### src/rtl/axi_rd_arbiter_n.sv
// Round-robin AXI read-address arbiter and read-data router for NUM_PORTS readers sharing one AR/R channel.
// The granted port index rides in the ARID MSBs and steers R beats back; per-port burst counts cap outstanding reads.
module axi_rd_arbiter_n #(
    parameter int  NUM_PORTS       = 4,
    parameter int  ID_WIDTH        = 8,
    parameter int  ADDR_WIDTH      = 33,
    parameter int  DATA_WIDTH      = 256,
    parameter int  MAX_OUTSTANDING = 4,
    localparam int PORT_BITS       = ($clog2(NUM_PORTS) < 1) ? 1 : $clog2(NUM_PORTS),
    localparam int RID_W           = ID_WIDTH - PORT_BITS,
    localparam int CNT_W           = $clog2(MAX_OUTSTANDING + 1)
) (
    input  logic                            clk,
    input  logic                            rst,
    input  logic [NUM_PORTS-1:0]            active_ports_in,
    input  logic [NUM_PORTS*RID_W-1:0]      rd_id_in,
    input  logic [NUM_PORTS*ADDR_WIDTH-1:0] rd_addr_in,
    input  logic [NUM_PORTS*8-1:0]          rd_len_in,
    input  logic [NUM_PORTS-1:0]            rd_info_valid_in,
    output logic [NUM_PORTS-1:0]            rd_info_rdy_out,
    output logic [DATA_WIDTH-1:0]           rd_data_out,
    output logic                            rd_data_last_out,
    output logic [NUM_PORTS-1:0]            rd_data_valid_out,
    input  logic [NUM_PORTS-1:0]            rd_data_rdy_in,
    output logic [ID_WIDTH-1:0]             axi_arid_out,
    output logic [ADDR_WIDTH-1:0]           axi_araddr_out,
    output logic [7:0]                      axi_arlen_out,
    output logic                            axi_arvalid_out,
    input  logic                            axi_arready_in,
    input  logic [ID_WIDTH-1:0]             axi_rid_in,
    input  logic [DATA_WIDTH-1:0]           axi_rdata_in,
    input  logic                            axi_rlast_in,
    input  logic                            axi_rvalid_in,
    output logic                            axi_rready_out,
    output logic                            outstanding_any_out,
    output logic                            err_out
);

    typedef enum logic {
        IDLE  = 1'b0,
        ISSUE = 1'b1
    } state_t;

    localparam int                PID_W      = PORT_BITS + 1;
    localparam logic [CNT_W-1:0]  CNT_MAX    = CNT_W'(MAX_OUTSTANDING);
    localparam logic [PID_W-1:0]  PORT_LIMIT = PID_W'(NUM_PORTS);

    state_t                  state_q, state_d;
    logic [PORT_BITS-1:0]    ptr_q, ptr_d;
    logic [CNT_W-1:0]        cnt_q [NUM_PORTS];
    logic [CNT_W-1:0]        cnt_d [NUM_PORTS];
    logic [ID_WIDTH-1:0]     arid_q, arid_d;
    logic [ADDR_WIDTH-1:0]   araddr_q, araddr_d;
    logic [7:0]              arlen_q, arlen_d;
    logic                    err_q, err_d;
    logic                    any_q, any_d;

    logic [NUM_PORTS-1:0]    eligible;
    logic                    grant_found;
    logic [PORT_BITS-1:0]    grant_idx;
    logic [RID_W-1:0]        sel_id;
    logic [ADDR_WIDTH-1:0]   sel_addr;
    logic [7:0]              sel_len;
    logic [PORT_BITS-1:0]    issue_port;
    logic                    ar_hs;
    logic [PORT_BITS-1:0]    r_pid;
    logic                    r_pid_ok;
    logic                    r_done;
    logic [NUM_PORTS-1:0]    inc_vec;
    logic [NUM_PORTS-1:0]    dec_vec;
    logic                    unused_rid;

    // Modular increment that stays correct when NUM_PORTS is not a power of two.
    function automatic logic [PORT_BITS-1:0] wrap_inc(input logic [PORT_BITS-1:0] base, input int off);
        int sum;
        sum = int'(base) + off;
        if (sum >= NUM_PORTS) sum -= NUM_PORTS;
        return PORT_BITS'(sum);
    endfunction

    assign issue_port = arid_q[ID_WIDTH-1 -: PORT_BITS];
    assign ar_hs      = (state_q == ISSUE) & axi_arready_in;
    assign r_pid      = axi_rid_in[ID_WIDTH-1 -: PORT_BITS];
    assign r_pid_ok   = {1'b0, r_pid} < PORT_LIMIT;
    assign r_done     = axi_rvalid_in & axi_rready_out & axi_rlast_in & r_pid_ok;
    assign unused_rid = ^axi_rid_in[RID_W-1:0];

    always_comb begin
        for (int p = 0; p < NUM_PORTS; p++) begin
            eligible[p] = rd_info_valid_in[p] & active_ports_in[p] & (cnt_q[p] < CNT_MAX);
        end
    end

    // Search ptr, ptr+1, ... and take the first eligible port.
    always_comb begin
        // NOTE: every combinational output gets a default first so no path leaves it unassigned (no latch).
        grant_found = 1'b0;
        grant_idx   = '0;
        for (int i = 0; i < NUM_PORTS; i++) begin
            if (!grant_found && eligible[wrap_inc(ptr_q, i)]) begin
                grant_found = 1'b1;
                grant_idx   = wrap_inc(ptr_q, i);
            end
        end
    end

    always_comb begin
        sel_id   = '0;
        sel_addr = '0;
        sel_len  = '0;
        for (int p = 0; p < NUM_PORTS; p++) begin
            if (grant_idx == PORT_BITS'(p)) begin
                sel_id   = rd_id_in[p*RID_W +: RID_W];
                sel_addr = rd_addr_in[p*ADDR_WIDTH +: ADDR_WIDTH];
                sel_len  = rd_len_in[p*8 +: 8];
            end
        end
    end

    always_ff @(posedge clk) begin
        // NOTE: sequential state uses non-blocking assignments so every flop samples pre-edge values.
        if (rst) begin
            state_q  <= IDLE;
            ptr_q    <= '0;
            arid_q   <= '0;
            araddr_q <= '0;
            arlen_q  <= '0;
            err_q    <= 1'b0;
            any_q    <= 1'b0;
            for (int p = 0; p < NUM_PORTS; p++) begin
                cnt_q[p] <= '0;
            end
        end else begin
            state_q  <= state_d;
            ptr_q    <= ptr_d;
            arid_q   <= arid_d;
            araddr_q <= araddr_d;
            arlen_q  <= arlen_d;
            err_q    <= err_d;
            any_q    <= any_d;
            for (int p = 0; p < NUM_PORTS; p++) begin
                cnt_q[p] <= cnt_d[p];
            end
        end
    end

    always_comb begin
        state_d  = state_q;
        ptr_d    = ptr_q;
        arid_d   = arid_q;
        araddr_d = araddr_q;
        arlen_d  = arlen_q;
        case (state_q)
            IDLE: begin
                if (grant_found) begin
                    state_d  = ISSUE;
                    arid_d   = {grant_idx, sel_id};
                    araddr_d = sel_addr;
                    arlen_d  = sel_len;
                end
            end
            ISSUE: begin
                if (axi_arready_in) begin
                    state_d = IDLE;
                    ptr_d   = wrap_inc(issue_port, 1);
                end
            end
            default: state_d = IDLE;
        endcase
    end

    always_comb begin
        for (int p = 0; p < NUM_PORTS; p++) begin
            inc_vec[p] = ar_hs & (issue_port == PORT_BITS'(p));
            dec_vec[p] = r_done & (r_pid == PORT_BITS'(p));
        end
    end

    // A final beat for a port with nothing outstanding is flagged and the count holds at zero.
    always_comb begin
        err_d = err_q | (axi_rvalid_in & ~r_pid_ok);
        any_d = 1'b0;
        for (int p = 0; p < NUM_PORTS; p++) begin
            cnt_d[p] = cnt_q[p];
            any_d    = any_d | (cnt_q[p] != '0);
            if (inc_vec[p] && !dec_vec[p]) begin
                cnt_d[p] = cnt_q[p] + 1'b1;
            end else if (dec_vec[p] && !inc_vec[p]) begin
                if (cnt_q[p] == '0) begin
                    err_d = 1'b1;
                end else begin
                    cnt_d[p] = cnt_q[p] - 1'b1;
                end
            end
        end
    end

    always_comb begin
        rd_info_rdy_out   = '0;
        rd_data_valid_out = '0;
        axi_rready_out    = 1'b1;
        axi_arvalid_out   = (state_q == ISSUE);
        for (int p = 0; p < NUM_PORTS; p++) begin
            if (state_q == IDLE && grant_found && grant_idx == PORT_BITS'(p)) begin
                rd_info_rdy_out[p] = 1'b1;
            end
            if (r_pid_ok && r_pid == PORT_BITS'(p)) begin
                rd_data_valid_out[p] = axi_rvalid_in;
                axi_rready_out       = rd_data_rdy_in[p];
            end
        end
    end

    assign axi_arid_out        = arid_q;
    assign axi_araddr_out      = araddr_q;
    assign axi_arlen_out       = arlen_q;
    assign rd_data_out         = axi_rdata_in;
    assign rd_data_last_out    = axi_rlast_in;
    assign outstanding_any_out = any_q;
    assign err_out             = err_q;

endmodule

### config.mk
export PLATFORM = sky130hd
export DESIGN_NAME = axi_rd_arbiter_n
export DESIGN_NICKNAME = d
export VERILOG_FILES = /design/src/rtl/axi_rd_arbiter_n.sv
export SDC_FILE = /design/constraint.sdc
export NUM_CORES = 1
export LEC_CHECK = 0
export ABC_AREA = 0
export CAP_MARGIN = 0
export CORE_AREA = 2 2 306 308
export CTS_CLUSTER_SIZE = 40
export DETAILED_ROUTE_END_ITERATION = 12
export DIE_AREA = 0 0 308 310
export PLACE_DENSITY = 0.42
export SYNTH_ARGS = -nofsm -noshare
export SYNTH_HDL_FRONTEND = slang
export SYNTH_SLANG_ARGS = --single-unit
### constraint.sdc
create_clock -name clk -period 2.5 [get_ports clk]
set_clock_uncertainty 0.15 [all_clocks]
set_input_delay 0.375 -clock clk [delete_from_list [all_inputs] [get_ports clk]]
set_output_delay 0.375 -clock clk [all_outputs]
set_load 0.005 [all_outputs]
# --- Word-level counts from Yosys, hierarchy flattened ---
# Memories as Yosys holds them, arrays and structs flattened.
# Index checks and enable logic that the tools add are counted.
op_classes:
  order_cmp: 13
  mux: 79
  n_addsub: 17
  bitwise: 27
  n_reduce_logical: 40
  eq_ne: 9
op_table:
  columns: ["cell", "n"]
  rows:
  - ["2-to-1 mux 33 bit", 4]
  - ["2-to-1 mux 3 bit", 16]
  - ["2-to-1 mux 1 bit", 37]
  - ["2-to-1 mux 8 bit", 4]
  - ["2-to-1 mux 6 bit", 4]
  - ["bitwise AND 1 bit", 19]
  - ["2-to-1 mux 2 bit", 9]
  - ["logical AND 1 bit", 16]
  - ["adder 3 x 1 -> 3 bit (second input constant)", 4]
  - ["== test 2 bit (second input constant)", 6]
  - ["greater-or-equal comparator 3 bit (second input constant)", 4]
  - ["logical NOT 3 bit", 4]
  - ["less-than comparator 2 x 3 -> 1 bit (second input constant)", 4]
  - ["less-than comparator 3 bit (second input constant)", 4]
  - ["nonzero test 3 bit", 4]
  - ["subtractor 3 x 1 -> 3 bit (second input constant)", 4]
  - ["logical NOT 1 bit", 11]
  - ["subtractor 2 x 1 -> 2 bit (second input constant)", 5]
  - ["binary-select mux 1 bit (select 2 bit)", 4]
  - ["bitwise OR 1 bit", 7]
  - ["adder 2 x 1 -> 3 bit (second input constant)", 2]
  - ["adder 2 x 2 -> 3 bit (second input constant)", 2]
  - ["== test 2 x 1 -> 1 bit (second input constant)", 3]
  - ["logical NOT 2 bit", 3]
  - ["other kinds (4)", 5]
totals:
  inputBits: 469
  word_cells: 193
  ff_bits: 54
  out_inout_bits: 318
  ram_bits: 12
  n_memories: 1
mem_list:
  columns: ["name", "words", "width", "read_ports", "rd_clocked_by_memory_dff", "wr", "line_no", "rtl"]
  rows:
  - ["cnt_q", 4, 3, 4, 0, 4, "50", "logic [CNT_W-1:0] cnt_q [NUM_PORTS];"]

# --- Depth between registers and ports, before layout ---
depth:
  depth_word: 20
  depth_mapped: 12
  depth_no_buf: 11

# --- Worst setup path before layout ---
# Ideal clock, no wire load.
synth_path:
  path_kind: "input to register"
  from: "input axi_rid_in[6]"
  to: "memory cnt_q[1][2] (netlist bit)"
  setup_time_ps: 128
  path_stages: 12
  setup_slack_ps: -197
  required_time_ps: 2222
  n_path_buf: 1
  arrival_time_ps: 2419
  cell_sequence: "clkbuf_2 -> mux4_2 -> and3_1 -> nand2_1 -> or2_2 -> ha_1 -> inv_1 -> fa_1 -> xnor2_1 -> nand2_1 -> xor2_1 -> nor2_1"
synth_lines:
  columns: ["item", "line_no", "rtl"]
  rows:
  - ["from (decl)", "30", "input logic [ID_WIDTH-1:0] axi_rid_in,"]
  - ["to (decl)", "50", null]

==> results_dict.tcl <==
set metrics [dict create \
    status "finished, final reports clean" \
    antennaDiodeCount 0 \
    max_stage_delay_ns 0.48 \
    busiest_layer "met2" \
    grtUsageMet1 0.0643 \
    clkTransAtPathRegs_ns 0.06 \
    p_per_area_nw_per_um2 443 \
    startpoint_type "input port" \
    synth-seq-cells 66 \
    firstDrtPassIters 5 \
    crit_path_end_kind "flop" \
    fin_crit_sh 0.989 \
    switching_share 0.310 \
    slew-limit-headroom 0.458 \
    avgViaCountPerCell 2.63 \
    synth_most_common_cell "buf_4" \
    drive_above_1_share 0.187 \
    setup_violations 0 \
    fmax_mhz 404 \
    max_cap_viol_count 0 \
    final_area_um2 9470 \
    cts-root-buf "clkbuf_16" \
    tightest_slew_ns 0.812 \
    place.port_buffers 268 \
    grt_max_degree 33 \
    drc_errors 0 \
    wl_per_cell_um 15.0 \
    netlist_area_um2 6350 \
    cts_tree "built" \
    final_cells 1987 \
    r2r_start "cnt_q[1][2]" \
    hpwlAfterDp_mm 24.2 \
    internal_power_mw 2.89 \
    io_pins 787 \
    crit_required_ns 2.61 \
    finalHoldViolCount 0 \
    syn-num-nets 1214 \
    grt_util_met2 0.0876 \
    rsz0062_at_grt "true" \
    worstSkewPairLatency_ns 0.39 \
    worstSetupPathType "in -> reg" \
    path_buf_inv 2 \
    worstHoldPathType "in -> reg" \
    pwr-share-seq 0.293 \
    ys_seq_area_frac 0.208 \
    cp_slowest_cell "mux4_2" \
    yosysTopAreaCell "buf_4" \
    syn_inst 729 \
    synth.distinct_cells 51 \
    pwr-share-clk 0.378 \
    antenna_found_initial 2 \
    first_iter_violations 223 \
    synth-edff-count 0 \
    wl_mm 29.7 \
    clockBufferDepth 2 \
    syn_area_per_cell_um2 8.72 \
    synth_area_leaders "buf_4 31%, dfxtp_1 21%, mux2i_1 12%" \
    nets 1270 \
    synth_warnings 0 \
    synth_async_sr_flop_share 0 \
    drtAntennaViolNets 0 \
    htreeDepth 3 \
    path_cells "clkdlybuf4s50_1 -> mux4_2 -> and3_4 -> nand2_2 -> or2_4 -> ha_4 -> inv_1 -> fa_2 -> xnor2_2 -> nand2_1 -> xor2_1 -> nor2_1" \
    total_power_mw 4.19 \
    synth_top_flop_cell "dfxtp_1" \
    die-area_um2 95500 \
    synth_common_cells "259 x buf_4, 75 x mux2i_1, 66 x dfxtp_1, 47 x nor2_1, 37 x nand3b_1" \
    numCtsBuffers 9 \
    p_leak_nw 3.45 \
    startpoint "rd_data_rdy_in[2]" \
    worst_path_dominant_cell_family "simple AND/OR/NAND/NOR gates" \
    syn2layout_area_growth_pct 49.1 \
    grt_pass1_wl_mm 39.7 \
    gp_congestion 0.690 \
    p_comb_frac 0.328 \
    ir_drop_v 0.000324 \
    placed_cells 1966 \
    start_util 0.0687 \
    vias 5235 \
    grt.total_usage 0.0605 \
    cp.arrival_ns 2.58 \
    drv_slew 0 \
    hold_start "rst" \
    die_w_um 308 \
    core.rowCount 112 \
    worstPathMaxFanout 4 \
    core_area_um2 92500 \
    grt_pass1_vias 5538 \
    netlist.area_leader.share 0.306 \
    power.switching_mw 1.30 \
    placed_area_um2 9010 \
    clock_sinks 66 \
    die_y_um 310 \
    period_needed_ns 2.47 \
    grtUsageMet3 0.0346 \
    grt_remaining_overflow 0 \
]
-- flip-flops by register name, summed over array words and instances, names as in the netlist --
name / cells
axi_araddr_out: 33
outstanding_any_out: 1
cnt_q: 12
axi_arvalid_out: 1
axi_arid_out: 8
axi_arlen_out: 8
err_out: 1
ptr_q: 2
-- cell families after synthesis --
family          after synthesis  synth area share
buf+inv                     315             0.355
simple gates                154             0.132
compound gates               87             0.124
mux                          83             0.134
flops                        66             0.208
fa+ha+maj                    16            0.0362
xor+xnor                      8            0.0110
-- metal layers --
| layer | routed length [um] | up-vias |
|---|---|---|
| met1 | 11200 | 2347 |
| met5 | 49 | - |
| li1 | - | 2359 |
| met4 | 2030 | 2 |
| met2 | 12600 | 375 |
| met3 | 3860 | 152 |
-- final timing paths --
kind                        endpoint  slack, ns  depth (start not counted)
hold reg to reg      axi_arid_out[1]       0.30                          2
setup / recovery         cnt_q[1][2]       0.03                         12
hold / removal       axi_arid_out[7]       0.16                          2
setup reg to reg  axi_araddr_out[28]       0.16                          8
-- power groups by stage --
stage	Sequential (mW)	Clock [mW]	Combinational, mW
after floorplan	1.24	0	0.848
after global placement	1.25	0	1.39
after detailed placement	1.25	0	1.40
after CTS	1.23	1.72	1.41
after global routing	1.24	1.71	1.51
final	1.23	1.59	1.38
-- stage by stage --
stage	util	setup slack [ns]	hold WS, ns	TNS, ns
finish	0.102	0.0273	0.165	0
global route	0.102	-0.0508	0.141	-0.102
CTS	0.101	0.00586	0.125	0
detailed placement	0.0974	-0.493	0.296	-15.28
global placement	0.0974	-0.500	0.288	-13.02
floorplan	-	0.00210	0.293	0
-- worst register-to-register path, delay by kind of cell (launching register included) --
family | cells | cell delay (ns)
multiplexers | 1 | 0.33
buffers and inverters | 3 | 0.71
AND/OR/NAND/NOR | 1 | 0.20
AO/OA/AOI/OAI | 3 | 0.48
flip-flops | 1 | 0.37
-- final cells by class --
type	instances	area, um^2
clock buffer	12	256
clock inverter	4	73.8
fill	10700	83000
inverter	24	90.1
multi-input combinational	348	2930
sequential	66	1330
tap	1197	1500
timing repair buffer	336	3290
-- repair_timing --
item                       in CTS  in global routing
hold buffers                    0                  0
pin swaps                       3                 11
resized for setup              14                 26
setup endpoints to repair       9                 12
setup buffers                   1                  4
-- placed cells by master (no fill, tap or decap), types with 8 or more instances in the layout --
cell type,count
o221ai_1,22
o221ai_2,20
a21oi_1,15
nand3b_1,37
ha_1,8
buf_4,59
mux2i_1,74
nor3_1,11
nor2_1,45
clkbuf_16,9
nand2_1,35
inv_1,24
buf_12,8
clkdlybuf4s50_1,255
dfxtp_1,61
Note: power is estimated with default switching activity, not from simulation.
